### config.mk
export PLATFORM = sky130hd
export DESIGN_NAME = spi_xfer_queue_flat
export DESIGN_NICKNAME = d
export VERILOG_FILES = /design/src/rtl/spi_xfer_queue_if.sv /design/src/rtl/spi_xfer_queue.sv /design/src/flat_wrapper.sv
export SDC_FILE = /design/constraint.sdc
export NUM_CORES = 1
export LEC_CHECK = 0
export ABC_AREA = 1
export BUFFER_PORTS_ARGS = -buffer_cell sky130_fd_sc_hd__buf_2
export CORE_UTILIZATION = 40
export CTS_BUF_LIST = sky130_fd_sc_hd__clkbuf_2 sky130_fd_sc_hd__clkbuf_4 sky130_fd_sc_hd__clkbuf_8
export DETAILED_ROUTE_END_ITERATION = 16
export SYNTH_ARGS = -nofsm -noshare
export SYNTH_HDL_FRONTEND = slang
export SYNTH_SLANG_ARGS = --single-unit
### constraint.sdc
create_clock -name clk -period 4.9 [get_ports clk]
set_input_delay 0.98 -clock clk [delete_from_list [all_inputs] [get_ports clk]]
set_output_delay 0.98 -clock clk [all_outputs]
set_load 0.005 [all_outputs]
### src/rtl/spi_xfer_queue_if.sv
// Bundle of CPU-side queue signals and spi_master handshake signals for spi_xfer_queue.
// The slave modport is the queue itself; the master modport is whatever drives it.
interface spi_xfer_queue_if #(
    parameter int DEPTH  = 4,
    parameter int DATA_W = 32
);
    localparam int LVL_W = $clog2(DEPTH + 1);

    logic              enable;
    logic              wr_en;
    logic [DATA_W-1:0] wr_data;
    logic              tx_full;
    logic [LVL_W-1:0]  tx_level;
    logic              rd_en;
    logic [DATA_W-1:0] rd_data;
    logic              rx_empty;
    logic [LVL_W-1:0]  rx_level;
    logic              rx_overflow;
    logic              clr_ovf;
    logic              active;
    logic              spi_tx_start;
    logic [DATA_W-1:0] spi_tx_data;
    logic              spi_busy;
    logic [DATA_W-1:0] spi_rx_data;

    modport slave (
        input  enable, wr_en, wr_data, rd_en, clr_ovf, spi_busy, spi_rx_data,
        output tx_full, tx_level, rd_data, rx_empty, rx_level, rx_overflow,
               active, spi_tx_start, spi_tx_data
    );

    modport master (
        output enable, wr_en, wr_data, rd_en, clr_ovf, spi_busy, spi_rx_data,
        input  tx_full, tx_level, rd_data, rx_empty, rx_level, rx_overflow,
               active, spi_tx_start, spi_tx_data
    );
endinterface

### src/rtl/spi_xfer_queue.sv
// TX/RX word queues in front of spi_master: launches one frame per queued TX word
// via the tx_start/busy handshake and stores each received word in the RX FIFO.
module spi_xfer_queue #(
    parameter int DEPTH  = 4,
    parameter int DATA_W = 32
) (
    input  logic               clk,
    input  logic               rst,
    spi_xfer_queue_if.slave    bus
);
    localparam int PTR_W = $clog2(DEPTH);
    localparam int LVL_W = $clog2(DEPTH + 1);

    typedef enum logic [1:0] {
        ST_IDLE    = 2'd0,
        ST_START   = 2'd1,
        ST_XFER    = 2'd2,
        ST_CAPTURE = 2'd3
    } state_t;

    state_t            state_q;
    logic              start_q;
    logic              active_q;
    logic [DATA_W-1:0] txd_q;

    logic [DATA_W-1:0] tx_mem_q [DEPTH];
    logic [PTR_W-1:0]  tx_wptr_q, tx_rptr_q;
    logic [LVL_W-1:0]  tx_cnt_q, tx_cnt_d;

    logic [DATA_W-1:0] rx_mem_q [DEPTH];
    logic [PTR_W-1:0]  rx_wptr_q, rx_rptr_q;
    logic [LVL_W-1:0]  rx_cnt_q, rx_cnt_d;
    logic              ovf_q, ovf_d;

    logic tx_full_s, tx_pop_s, tx_push_s;
    logic rx_empty_s, rx_full_s, rx_pop_s, rx_push_s, rx_drop_s, capture_s;

    // FIFO handshakes; a same-cycle pop frees the slot a full-FIFO push needs
    always_comb begin
        tx_full_s  = (tx_cnt_q == LVL_W'(DEPTH));
        tx_pop_s   = (state_q == ST_IDLE) && bus.enable && (tx_cnt_q != {LVL_W{1'b0}});
        tx_push_s  = bus.wr_en && (!tx_full_s || tx_pop_s);
        rx_empty_s = (rx_cnt_q == {LVL_W{1'b0}});
        rx_full_s  = (rx_cnt_q == LVL_W'(DEPTH));
        rx_pop_s   = bus.rd_en && !rx_empty_s;
        capture_s  = (state_q == ST_CAPTURE);
        rx_push_s  = capture_s && (!rx_full_s || rx_pop_s);
        rx_drop_s  = capture_s && rx_full_s && !rx_pop_s;
        tx_cnt_d   = tx_cnt_q + LVL_W'(tx_push_s) - LVL_W'(tx_pop_s);
        rx_cnt_d   = rx_cnt_q + LVL_W'(rx_push_s) - LVL_W'(rx_pop_s);
        if (rx_drop_s) begin
            ovf_d = 1'b1;
        end else if (bus.clr_ovf) begin
            ovf_d = 1'b0;
        end else begin
            ovf_d = ovf_q;
        end
    end

    // FIFO storage arrays, written without reset
    always_ff @(posedge clk) begin
        if (tx_push_s) begin
            tx_mem_q[tx_wptr_q] <= bus.wr_data;
        end
        if (rx_push_s) begin
            rx_mem_q[rx_wptr_q] <= bus.spi_rx_data;
        end
    end

    // FIFO pointers, occupancy counters and the sticky overflow flag
    always_ff @(posedge clk) begin
        if (rst) begin
            tx_wptr_q <= {PTR_W{1'b0}};
            tx_rptr_q <= {PTR_W{1'b0}};
            tx_cnt_q  <= {LVL_W{1'b0}};
            rx_wptr_q <= {PTR_W{1'b0}};
            rx_rptr_q <= {PTR_W{1'b0}};
            rx_cnt_q  <= {LVL_W{1'b0}};
            ovf_q     <= 1'b0;
        end else begin
            if (tx_push_s) tx_wptr_q <= tx_wptr_q + PTR_W'(1);
            if (tx_pop_s)  tx_rptr_q <= tx_rptr_q + PTR_W'(1);
            if (rx_push_s) rx_wptr_q <= rx_wptr_q + PTR_W'(1);
            if (rx_pop_s)  rx_rptr_q <= rx_rptr_q + PTR_W'(1);
            tx_cnt_q <= tx_cnt_d;
            rx_cnt_q <= rx_cnt_d;
            ovf_q    <= ovf_d;
        end
    end

    // Frame sequencer; tx_data is latched on TX pop and held until the next pop
    always_ff @(posedge clk) begin
        if (rst) begin
            state_q  <= ST_IDLE;
            start_q  <= 1'b0;
            active_q <= 1'b0;
            txd_q    <= {DATA_W{1'b0}};
        end else begin
            case (state_q)
                ST_IDLE: begin
                    if (tx_pop_s) begin
                        txd_q    <= tx_mem_q[tx_rptr_q];
                        start_q  <= 1'b1;
                        active_q <= 1'b1;
                        state_q  <= ST_START;
                    end
                end
                ST_START: begin
                    if (bus.spi_busy) begin
                        start_q <= 1'b0;
                        state_q <= ST_XFER;
                    end
                end
                ST_XFER: begin
                    if (!bus.spi_busy) begin
                        state_q <= ST_CAPTURE;
                    end
                end
                ST_CAPTURE: begin
                    active_q <= 1'b0;
                    state_q  <= ST_IDLE;
                end
                default: begin
                    start_q  <= 1'b0;
                    active_q <= 1'b0;
                    state_q  <= ST_IDLE;
                end
            endcase
        end
    end

    assign bus.tx_full      = tx_full_s;
    assign bus.tx_level     = tx_cnt_q;
    assign bus.rx_empty     = rx_empty_s;
    assign bus.rx_level     = rx_cnt_q;
    assign bus.rd_data      = rx_mem_q[rx_rptr_q];
    assign bus.rx_overflow  = ovf_q;
    assign bus.active       = active_q;
    assign bus.spi_tx_start = start_q;
    assign bus.spi_tx_data  = txd_q;
endmodule

### src/flat_wrapper.sv
// flat-port wrapper written by rule: the top's interface ports become plain ports
module spi_xfer_queue_flat 
#(
    parameter int DEPTH  = 4,
    parameter int DATA_W = 32
)
  (clk, rst, bus_enable, bus_wr_en, bus_wr_data, bus_rd_en, bus_clr_ovf, bus_spi_busy, bus_spi_rx_data, bus_tx_full, bus_tx_level, bus_rd_data, bus_rx_empty, bus_rx_level, bus_rx_overflow, bus_active, bus_spi_tx_start, bus_spi_tx_data);
  spi_xfer_queue_if #(.DEPTH(DEPTH), .DATA_W(DATA_W)) bus_i ();
  input  logic clk;
  input  logic rst;
  input wire logic [$bits(bus_i.enable)-1:0] bus_enable;
  input wire logic [$bits(bus_i.wr_en)-1:0] bus_wr_en;
  input wire logic [$bits(bus_i.wr_data)-1:0] bus_wr_data;
  input wire logic [$bits(bus_i.rd_en)-1:0] bus_rd_en;
  input wire logic [$bits(bus_i.clr_ovf)-1:0] bus_clr_ovf;
  input wire logic [$bits(bus_i.spi_busy)-1:0] bus_spi_busy;
  input wire logic [$bits(bus_i.spi_rx_data)-1:0] bus_spi_rx_data;
  output wire logic [$bits(bus_i.tx_full)-1:0] bus_tx_full;
  output wire logic [$bits(bus_i.tx_level)-1:0] bus_tx_level;
  output wire logic [$bits(bus_i.rd_data)-1:0] bus_rd_data;
  output wire logic [$bits(bus_i.rx_empty)-1:0] bus_rx_empty;
  output wire logic [$bits(bus_i.rx_level)-1:0] bus_rx_level;
  output wire logic [$bits(bus_i.rx_overflow)-1:0] bus_rx_overflow;
  output wire logic [$bits(bus_i.active)-1:0] bus_active;
  output wire logic [$bits(bus_i.spi_tx_start)-1:0] bus_spi_tx_start;
  output wire logic [$bits(bus_i.spi_tx_data)-1:0] bus_spi_tx_data;
  assign bus_i.enable = bus_enable;
  assign bus_i.wr_en = bus_wr_en;
  assign bus_i.wr_data = bus_wr_data;
  assign bus_i.rd_en = bus_rd_en;
  assign bus_i.clr_ovf = bus_clr_ovf;
  assign bus_i.spi_busy = bus_spi_busy;
  assign bus_i.spi_rx_data = bus_spi_rx_data;
  assign bus_tx_full = bus_i.tx_full;
  assign bus_tx_level = bus_i.tx_level;
  assign bus_rd_data = bus_i.rd_data;
  assign bus_rx_empty = bus_i.rx_empty;
  assign bus_rx_level = bus_i.rx_level;
  assign bus_rx_overflow = bus_i.rx_overflow;
  assign bus_active = bus_i.active;
  assign bus_spi_tx_start = bus_i.spi_tx_start;
  assign bus_spi_tx_data = bus_i.spi_tx_data;
  spi_xfer_queue #(.DEPTH(DEPTH), .DATA_W(DATA_W)) u_core (.clk(clk), .rst(rst), .bus(bus_i));
endmodule
== Word-level counts from Yosys, hierarchy flattened ==
Memories as Yosys holds them, arrays and structs flattened. A register that Yosys moved wholly into a read port is not among the register bits.
Index checks and enable logic that the tools add are counted.

* ROM bits: 0
* Output and inout bits: 75
* Bits in writable memories: 256
* Input bits: 71
* Register bits: 19
* Latch bits: 0
* Memories kept: 2

{| class="wikitable"
|+ Memories
! memory !! words !! bits a word !! rd ports !! clocked after memory_dff !! wr ports !! line !! RTL
|-
| u_core.rx_mem_q || 4 || 32 || 1 || 1 || 1 || spi_xfer_queue.sv:30 || <nowiki>logic [DATA_W-1:0] rx_mem_q [DEPTH];</nowiki>
|-
| u_core.tx_mem_q || 4 || 32 || 1 || 1 || 1 || spi_xfer_queue.sv:26 || <nowiki>logic [DATA_W-1:0] tx_mem_q [DEPTH];</nowiki>
|}

* $mul: 0
* Shifts and indexed selects: 0
* Div/mod/pow operators: 0
* Eq/ne operators: 8
* $add $sub $neg: 8
* $lt $le $gt $ge: 0
* Reductions and logical operators: 23
* Multiplexer cells: 16
* Bitwise operators: 0

{| class="wikitable"
|+ Operator list
! kind !! count
|-
| 2-bit two-way mux || 5
|-
| 2-bit by 1-bit adder with 2-bit output (second input constant) || 4
|-
| 1-bit two-way mux || 8
|-
| 2-bit case mux with 4 select lines || 1
|-
| 1-bit logical AND || 7
|-
| 3-bit by 1-bit adder with 3-bit output || 2
|-
| 3-bit == test (second input constant) || 2
|-
| 3-bit AND reduction || 2
|-
| 2-bit nonzero test || 3
|-
| 3-bit by 1-bit subtractor with 3-bit output || 2
|-
| 2-bit == test (second input constant) || 2
|-
| 1-bit logical NOT || 4
|-
| 2-bit != test (second input constant) || 2
|-
| 1-bit case mux with 2 select lines || 2
|-
| 2-bit AND reduction || 2
|-
| 3-bit logical NOT || 1
|-
| 3-bit nonzero test || 1
|-
| 2-bit by 1-bit == test with 1-bit output (second input constant) || 1
|-
| 2-bit logical NOT || 1
|-
| 1-bit logical OR || 2
|-
| 2-bit by 1-bit != test with 1-bit output (second input constant) || 1
|}

== Logic depth before layout (Yosys ltp) ==
Gate-level depths: netlist (run 1).

* Word-level depth: 7
* Gate-level depth with buffers: 13
* Gate-level depth less buffers: 12

== Worst setup path after synthesis (run 1) ==
OpenSTA, ideal clock, no wires.

* Kind: in2reg
* Start: input bus_enable
* End: memory u_core.tx_mem_q[0][0] (enable)
* Stages: 4
* Buffers on the path: 0
* Arrival time: 2.681 ns
* Setup slack: 1.798 ns
* Cell sequence: nand2_1 > nand2_2 > nand2_1 > nor2_1

* Longest elaborated chain between the ends: 6

{| class="wikitable"
|+ Ends and longest elaborated chain
! element !! line !! RTL
|-
| start, declared || flat_wrapper.sv:11 || <nowiki>input wire logic [$bits(bus_i.enable)-1:0] bus_enable;</nowiki>
|-
| 1-bit logical AND (2 in series) || spi_xfer_queue.sv:41 || <nowiki>tx_pop_s = (state_q == ST_IDLE) && bus.enable && (tx_cnt_q != {LVL_W{1'b0}});</nowiki>
|-
| 1-bit logical OR || spi_xfer_queue.sv:42 || <nowiki>tx_push_s = bus.wr_en && (!tx_full_s || tx_pop_s);</nowiki>
|-
| 1-bit logical AND || spi_xfer_queue.sv:42 ||
|-
| 1-bit two-way mux || spi_xfer_queue.sv:62 || <nowiki>if (tx_push_s) begin</nowiki>
|-
| 1-bit two-way mux (not written as such) || spi_xfer_queue.sv:63 || <nowiki>tx_mem_q[tx_wptr_q] <= bus.wr_data;</nowiki>
|-
| end, declared || spi_xfer_queue.sv:26 ||
|}

No other way between the ends.

==> results of run 1 <==
[layer usage]
| layer | GRT usage | share of wire |
|---|---|---|
| met5 | 0 | 0 |
| met3 | 0.0361 | 0.055 |
| met1 | 0.210 | 0.45 |
| met4 | 0.0431 | 0.015 |
| met2 | 0.275 | 0.48 |
[critical path, stage by stage, from the launching register on]
cell     delay (ns)
dfxtp_1        0.29
buf_4          0.23
inv_1          0.76
o21ai_0        0.23
o22ai_1        0.24
buf_2          0.16
[state kept, by name, summed over array words and instances (netlist names), named ones only]
register,flops
u_core.bus.active,1
u_core.rx_mem_q,128
u_core.bus.rx_level,3
u_core.bus.spi_tx_start,1
u_core.rx_rptr_q,2
u_core.tx_wptr_q,2
u_core.bus.rx_overflow,1
u_core.tx_mem_q,128
u_core.rx_wptr_q,2
u_core.bus.tx_level,3
u_core.bus.spi_tx_data,32
u_core.state_q,2
u_core.tx_rptr_q,2
[synthesized netlist by cell type]
master,n,area share
ha_1,17,0.018
buf_4,8,0.0050
xnor2_1,1,0.00073
o21ai_1,57,0.024
a21oi_1,12,0.0050
o21bai_1,1,0.00063
inv_1,37,0.012
fa_1,2,0.0034
nand4_1,1,0.00052
a21oi_4,1,0.0014
o22ai_1,32,0.017
buf_1,2,0.00063
buf_6,8,0.0075
o21ai_0,110,0.046
buf_2,15,0.0063
xor2_1,3,0.0022
nand2_1,47,0.015
dfxtp_1,53,0.089
inv_2,4,0.0013
nor3_1,1,0.00042
nor2_2,1,0.00052
edfxtp_1,256,0.64
nor2_1,287,0.090
nand2_2,3,0.0016
clkbuf_1,18,0.0057
nand3_1,5,0.0021
nand3b_1,1,0.00063
[path summary, 6_finish.rpt]
| kind | from | end | slack, ns | depth (start not counted) |
|---|---|---|---|---|
| min | u_core.bus.rx_overflow$_SDFFE_PP0P_ | u_core.bus.rx_overflow$_SDFFE_PP0P_ | 0.47 | 2 |
| max reg2reg | u_core.state_q[0]$_SDFFE_PP0P_ | u_core.tx_mem_q[3][7]$_DFFE_PP_ | 2.41 | 6 |
| min reg2reg | u_core.bus.rx_overflow$_SDFFE_PP0P_ | u_core.bus.rx_overflow$_SDFFE_PP0P_ | 0.47 | 2 |
| max | flip-flop | bus_rd_data[26] | 1.44 | 5 |
[cells in the final DEF (no fill, tap or decap)]
cell type / n
nor2_1: 279
edfxtp_1: 256
buf_2: 145
o21ai_0: 110
o21ai_1: 57
clkbuf_8: 54
dfxtp_1: 51
nand2_1: 47
inv_1: 37
o22ai_1: 32
clkbuf_4: 20
ha_1: 17
a21oi_1: 12
nor2_4: 8
clkinv_2: 8
clkinv_1: 8
buf_4: 6
nand3_1: 5
diode_2: 4
inv_2: 4
nand2_2: 3
xor2_1: 3
fa_1: 2
dfxtp_2: 2
bufinv_16: 2
nor2_2: 1
a21oi_4: 1
nor3_1: 1
nand3b_1: 1
o21bai_1: 1
nand4_1: 1
xnor2_1: 1
clkinv_8: 1
clkinvlp_4: 1
inv_8: 1
[report_power, final]
| group | internal, W | switching, W |
|---|---|---|
| logic | 0.000566 | 0.00106 |
| clock network | 0.00129 | 0.00101 |
| registers | 0.00317 | 0.000123 |
| total | 0.00502 | 0.00219 |
[stage by stage]
stage | total power, W | instances | setup WS [ns]
after CTS | 0.00730 | 1562 | 1.38
after floorplan | 0.00442 | 983 | 1.80
final | 0.00721 | 1566 | 1.44
after global placement | 0.00495 | 1467 | 2.01
after detailed placement | 0.00500 | 1467 | 1.96
after global routing | 0.00764 | 1563 | 1.20
[logic make-up after synthesis]
kind of cell               synth area share
buffers and inverters                0.0381
adders and majority gates            0.0212
AOI/OAI and AO/OA                    0.0938
DFF                                   0.733
xor gates and xnor gates            0.00294
and+or+nand+nor                       0.111
[final cells by class]
cell class                 instances  area share
antenna                            4    0.000714
sequential                       309       0.624
tap                              384      0.0343
multi-input combinational        582       0.199
clock buffer                      74      0.0637
clock inverter                    21      0.0118
inverter                          41      0.0110
timing repair buffer             151      0.0550
==> impl_metrics.json, run 1 <==
{
  "dieWidth_um": 175,
  "cp.arrival_ns": 2.48,
  "core-area_um2": 29000,
  "crit_required_ns": 3.92,
  "syn_area_um2": 11900,
  "tns_ns": 0,
  "status": "finished, final reports clean",
  "drt_pass1_iterations": 4,
  "cts_setup_buffers": 0,
  "grt_pass1_vias": 7521,
  "htree_levels": 2,
  "cts_made_buffers": 51,
  "fin_skew_ns": 0.0325,
  "maxSlewHeadroom": 0.268,
  "p_per_area_nw_per_um2": 514,
  "cts_resized": 0,
  "drt-initial-drc-count": 428,
  "placed_cell_area_um2": 12900,
  "avgSynthCellArea_um2": 12.1,
  "drcViolationCount": 0,
  "fmax_mhz": 289,
  "vias": 7580,
  "start_util": 0.411,
  "drive_gt1_frac": 0.218,
  "antenna_left": 0,
  "vias_per_cell": 4.84,
  "yosysUniqueCellTypes": 27,
  "cts_tree": "built",
  "holdWs_ns": 0.466,
  "wire_per_inst_um": 15.9,
  "cts_root_buf": "clkbuf_8",
  "grt_usage": 0.162,
  "vdd_drop_max_mv": 0.344,
  "die_area_um2": 30500,
  "p_leak_nw": 5.28,
  "clock_sinks": 309,
  "drv_cap": 0,
  "yosys_warnings": 0,
  "fin_crit_ns": 3.46,
  "hpwl_um": 14200,
  "multiInputGateArea_um2": 2790,
  "core.rowCount": 62,
  "synth_seq_area_share": 0.733,
  "grt_max_degree": 68,
  "post-route-util": 0.483,
  "finalHoldViolations": 0,
  "clk_latency_ns": 0.57,
  "worst-setup-path-type": "flip-flop to output pin",
  "hold_class": "flip-flop to flip-flop",
  "synthCells": 983,
  "synth_nets": 1073,
  "fin_crit_sh": 0.706,
  "regArea_um2": 8750,
  "gp_congestion": 0.724,
  "ioPinCount": 146,
  "slew_violations": 0,
  "wirelength_um": 25000,
  "report.final.setup_viol": 0,
  "ys_ff_latch": 309,
  "rsz0062_at_grt": "no",
  "worst_pin_slew_ns": 1.10,
  "worst_setup_path_end_kind": "output pin",
  "path_max_fanout": 33,
  "layout.nets": 1226,
  "grt_pass1_wl_um": 39300,
  "antenna_found_initial": 4,
  "clk_pin_slew_worst_paths_ns": 0.07,
  "nFillCells": 2641,
  "start_kind": "flip-flop",
  "clk_path_buf_depth": 3,
  "area_growth_pct": 17.4,
  "cts_hold_buf": 0,
  "portBuffers": 145,
  "die-height_um": 175,
  "design_area_um2": 14000,
  "overflow": 0
}
Power figures use the tool's default switching activity.
==> run 2: changes to the inputs <==
Clock period 4.9 ns to 3.53 ns, I/O delays scaled along.
==> run 2 against run 1 <==
Against the previous run:
- register-to-register slack worse by 1.1 ns
- final cell count is 0.57% higher
- utilization is 0.22 points higher
- setup slack worse by 0.73 ns
- combinational power is 40% higher
- sequential share of layout area is 0.29 points lower
- non-clock buffer count is 11 higher
- clock power is 34% higher
- largest power group unchanged
- die area stayed put
- worst hold slack worse by 0.12 ns
- clock-buffer cell count is 2 lower
- sequential power is 40% higher
==> impl_metrics.json, run 2 (synthesis results as in run 1) <==
{
  "status": "finished, final reports clean",
  "start_util": 0.411,
  "placed_cell_area_um2": 13100,
  "grt_pass1_wl_um": 40300,
  "wirelength_um": 25900,
  "cts_tree": "built",
  "grt_max_degree": 68,
  "htree_levels": 2,
  "antenna_left": 0,
  "regArea_um2": 8750,
  "dr.max_layer_used": "met5",
  "slowest_stage": "inv_2",
  "multiInputGateArea_um2": 2790,
  "overflow": 0,
  "cts_hold_buf": 0,
  "ioPinCount": 146,
  "cts_setup_buffers": 0,
  "die-height_um": 175,
  "crit_path_max_incr_delay_ns": 0.49,
  "clk_latency_ns": 0.57,
  "cts_root_buf": "clkbuf_8",
  "wl_met3_um": 1540,
  "core-area_um2": 29000,
  "finalHoldViolations": 0,
  "p_per_area_nw_per_um2": 705,
  "vdd_drop_max_mv": 0.335,
  "drt_pass1_iterations": 4,
  "clock_sinks": 309,
  "hold_class": "input pin to flip-flop",
  "wire_per_inst_um": 16.4,
  "m1WireLength_um": 11400,
  "cts_resized": 0,
  "cp.arrival_ns": 2.11,
  "clk_path_buf_depth": 3,
  "layout.cells.most_common": "nor2_1",
  "critPathTopFamily": "buffers and inverters",
  "worst_r2r_path_depth": 7,
  "design_area_um2": 14100,
  "vias_per_cell": 4.88,
  "power_w": 0.00993,
  "drive_gt1_frac": 0.222,
  "crit_chain": "inv_2, buf_12, o21ai_0, o22ai_1, buf_2",
  "core.rowCount": 62,
  "worst_pin_slew_ns": 1.09,
  "gp_congestion": 0.735,
  "dieWidth_um": 175,
  "drcViolationCount": 0,
  "dr_wl_met2_um": 12400,
  "hpwl_um": 15200,
  "cts_made_buffers": 50,
  "fin_skew_ns": 0.0238,
  "drv_cap": 0,
  "slew_violations": 0,
  "worst_hold_path.num_cells": 1,
  "grt_usage": 0.168,
  "worst-setup-path-type": "flip-flop to output pin",
  "vias": 7690,
  "fmax_mhz": 355,
  "report.final.setup_viol": 0,
  "fin_crit_sh": 0.797,
  "path_max_fanout": 37,
  "portBuffers": 145,
  "rsz0062_at_grt": "no",
  "drt-initial-drc-count": 358,
  "cp_num_cells": 5,
  "clk_pin_slew_worst_paths_ns": 0.06,
  "area_growth_pct": 18.0,
  "maxSlewHeadroom": 0.275,
  "start_kind": "flip-flop",
  "fin_crit_ns": 2.81,
  "p_leak_nw": 5.32,
  "layout.nets": 1236,
  "tns_ns": 0,
  "critPathBufInv": 3,
  "nFillCells": 2623,
  "grt_pass1_vias": 7615,
  "antenna_found_initial": 5,
  "worst_setup_path_end_kind": "output pin",
  "crit_required_ns": 2.82,
  "die_area_um2": 30500,
  "layout_common_cells": "nor2_1, edfxtp_1, buf_2"
}
[run 2: cell types whose count changed in the layout (fill, tap and decap cells not counted), sizes merged]
cell | previous run | this run
clkinvlp | 1 | 2
inv | 42 | 43
clkbuf | 74 | 72
bufinv | 2 | 1
diode | 4 | 3
buf | 151 | 162
[run 2: where the power goes]
| part | total [W] | internal (W) | leakage (nW) | switching [W] |
|---|---|---|---|---|
| clock | 0.00307 | 0.00170 | 0.538 | 0.00137 |
| combinational | 0.00228 | 0.000808 | 2.02 | 0.00147 |
| sequential | 0.00459 | 0.00439 | 2.76 | 0.000192 |
| total | 0.00993 | 0.00690 | 5.32 | 0.00303 |
[run 2: per-stage QoR]
step | util | hold slack, ns | setup slack (ns) | cells
after floorplan | - | 0.457 | 0.702 | 983
after global placement | 0.450 | 0.451 | 1.12 | 1478
after detailed placement | 0.450 | 0.465 | 1.06 | 1478
after CTS | 0.485 | 0.310 | 0.689 | 1572
after global routing | 0.485 | 0.312 | 0.578 | 1572
final | 0.485 | 0.349 | 0.717 | 1575
[run 2: layout make-up]
cell class | instances | share of cell area
Sequential cell | 309 | 0.622
Multi-Input combinational cell | 582 | 0.198
Clock buffer | 72 | 0.0628
Timing Repair Buffer | 162 | 0.0624
Tap cell | 384 | 0.0341
Inverter | 41 | 0.0109
Clock inverter | 22 | 0.00951
Antenna cell | 3 | 0.000533
[run 2: routing by layer]
layer / vias up / global-route usage
li1: 3765 / -
met1: 3675 / 0.213
met2: 195 / 0.283
met3: 51 / 0.0394
met4: 4 / 0.0598
met5: - / 0
[run 2: worst paths after layout]
path | startpoint | end | slack [ns]
max reg2reg | u_core.state_q[0]$_SDFFE_PP0P_ | u_core.tx_mem_q[3][9]$_DFFE_PP_ | 1.27
min reg2reg | u_core.bus.rx_overflow$_SDFFE_PP0P_ | u_core.bus.rx_overflow$_SDFFE_PP0P_ | 0.47
max | flip-flop | bus_rd_data[5] | 0.72
min | bus_wr_data[24] | u_core.tx_mem_q[1][24]$_DFFE_PP_ | 0.35
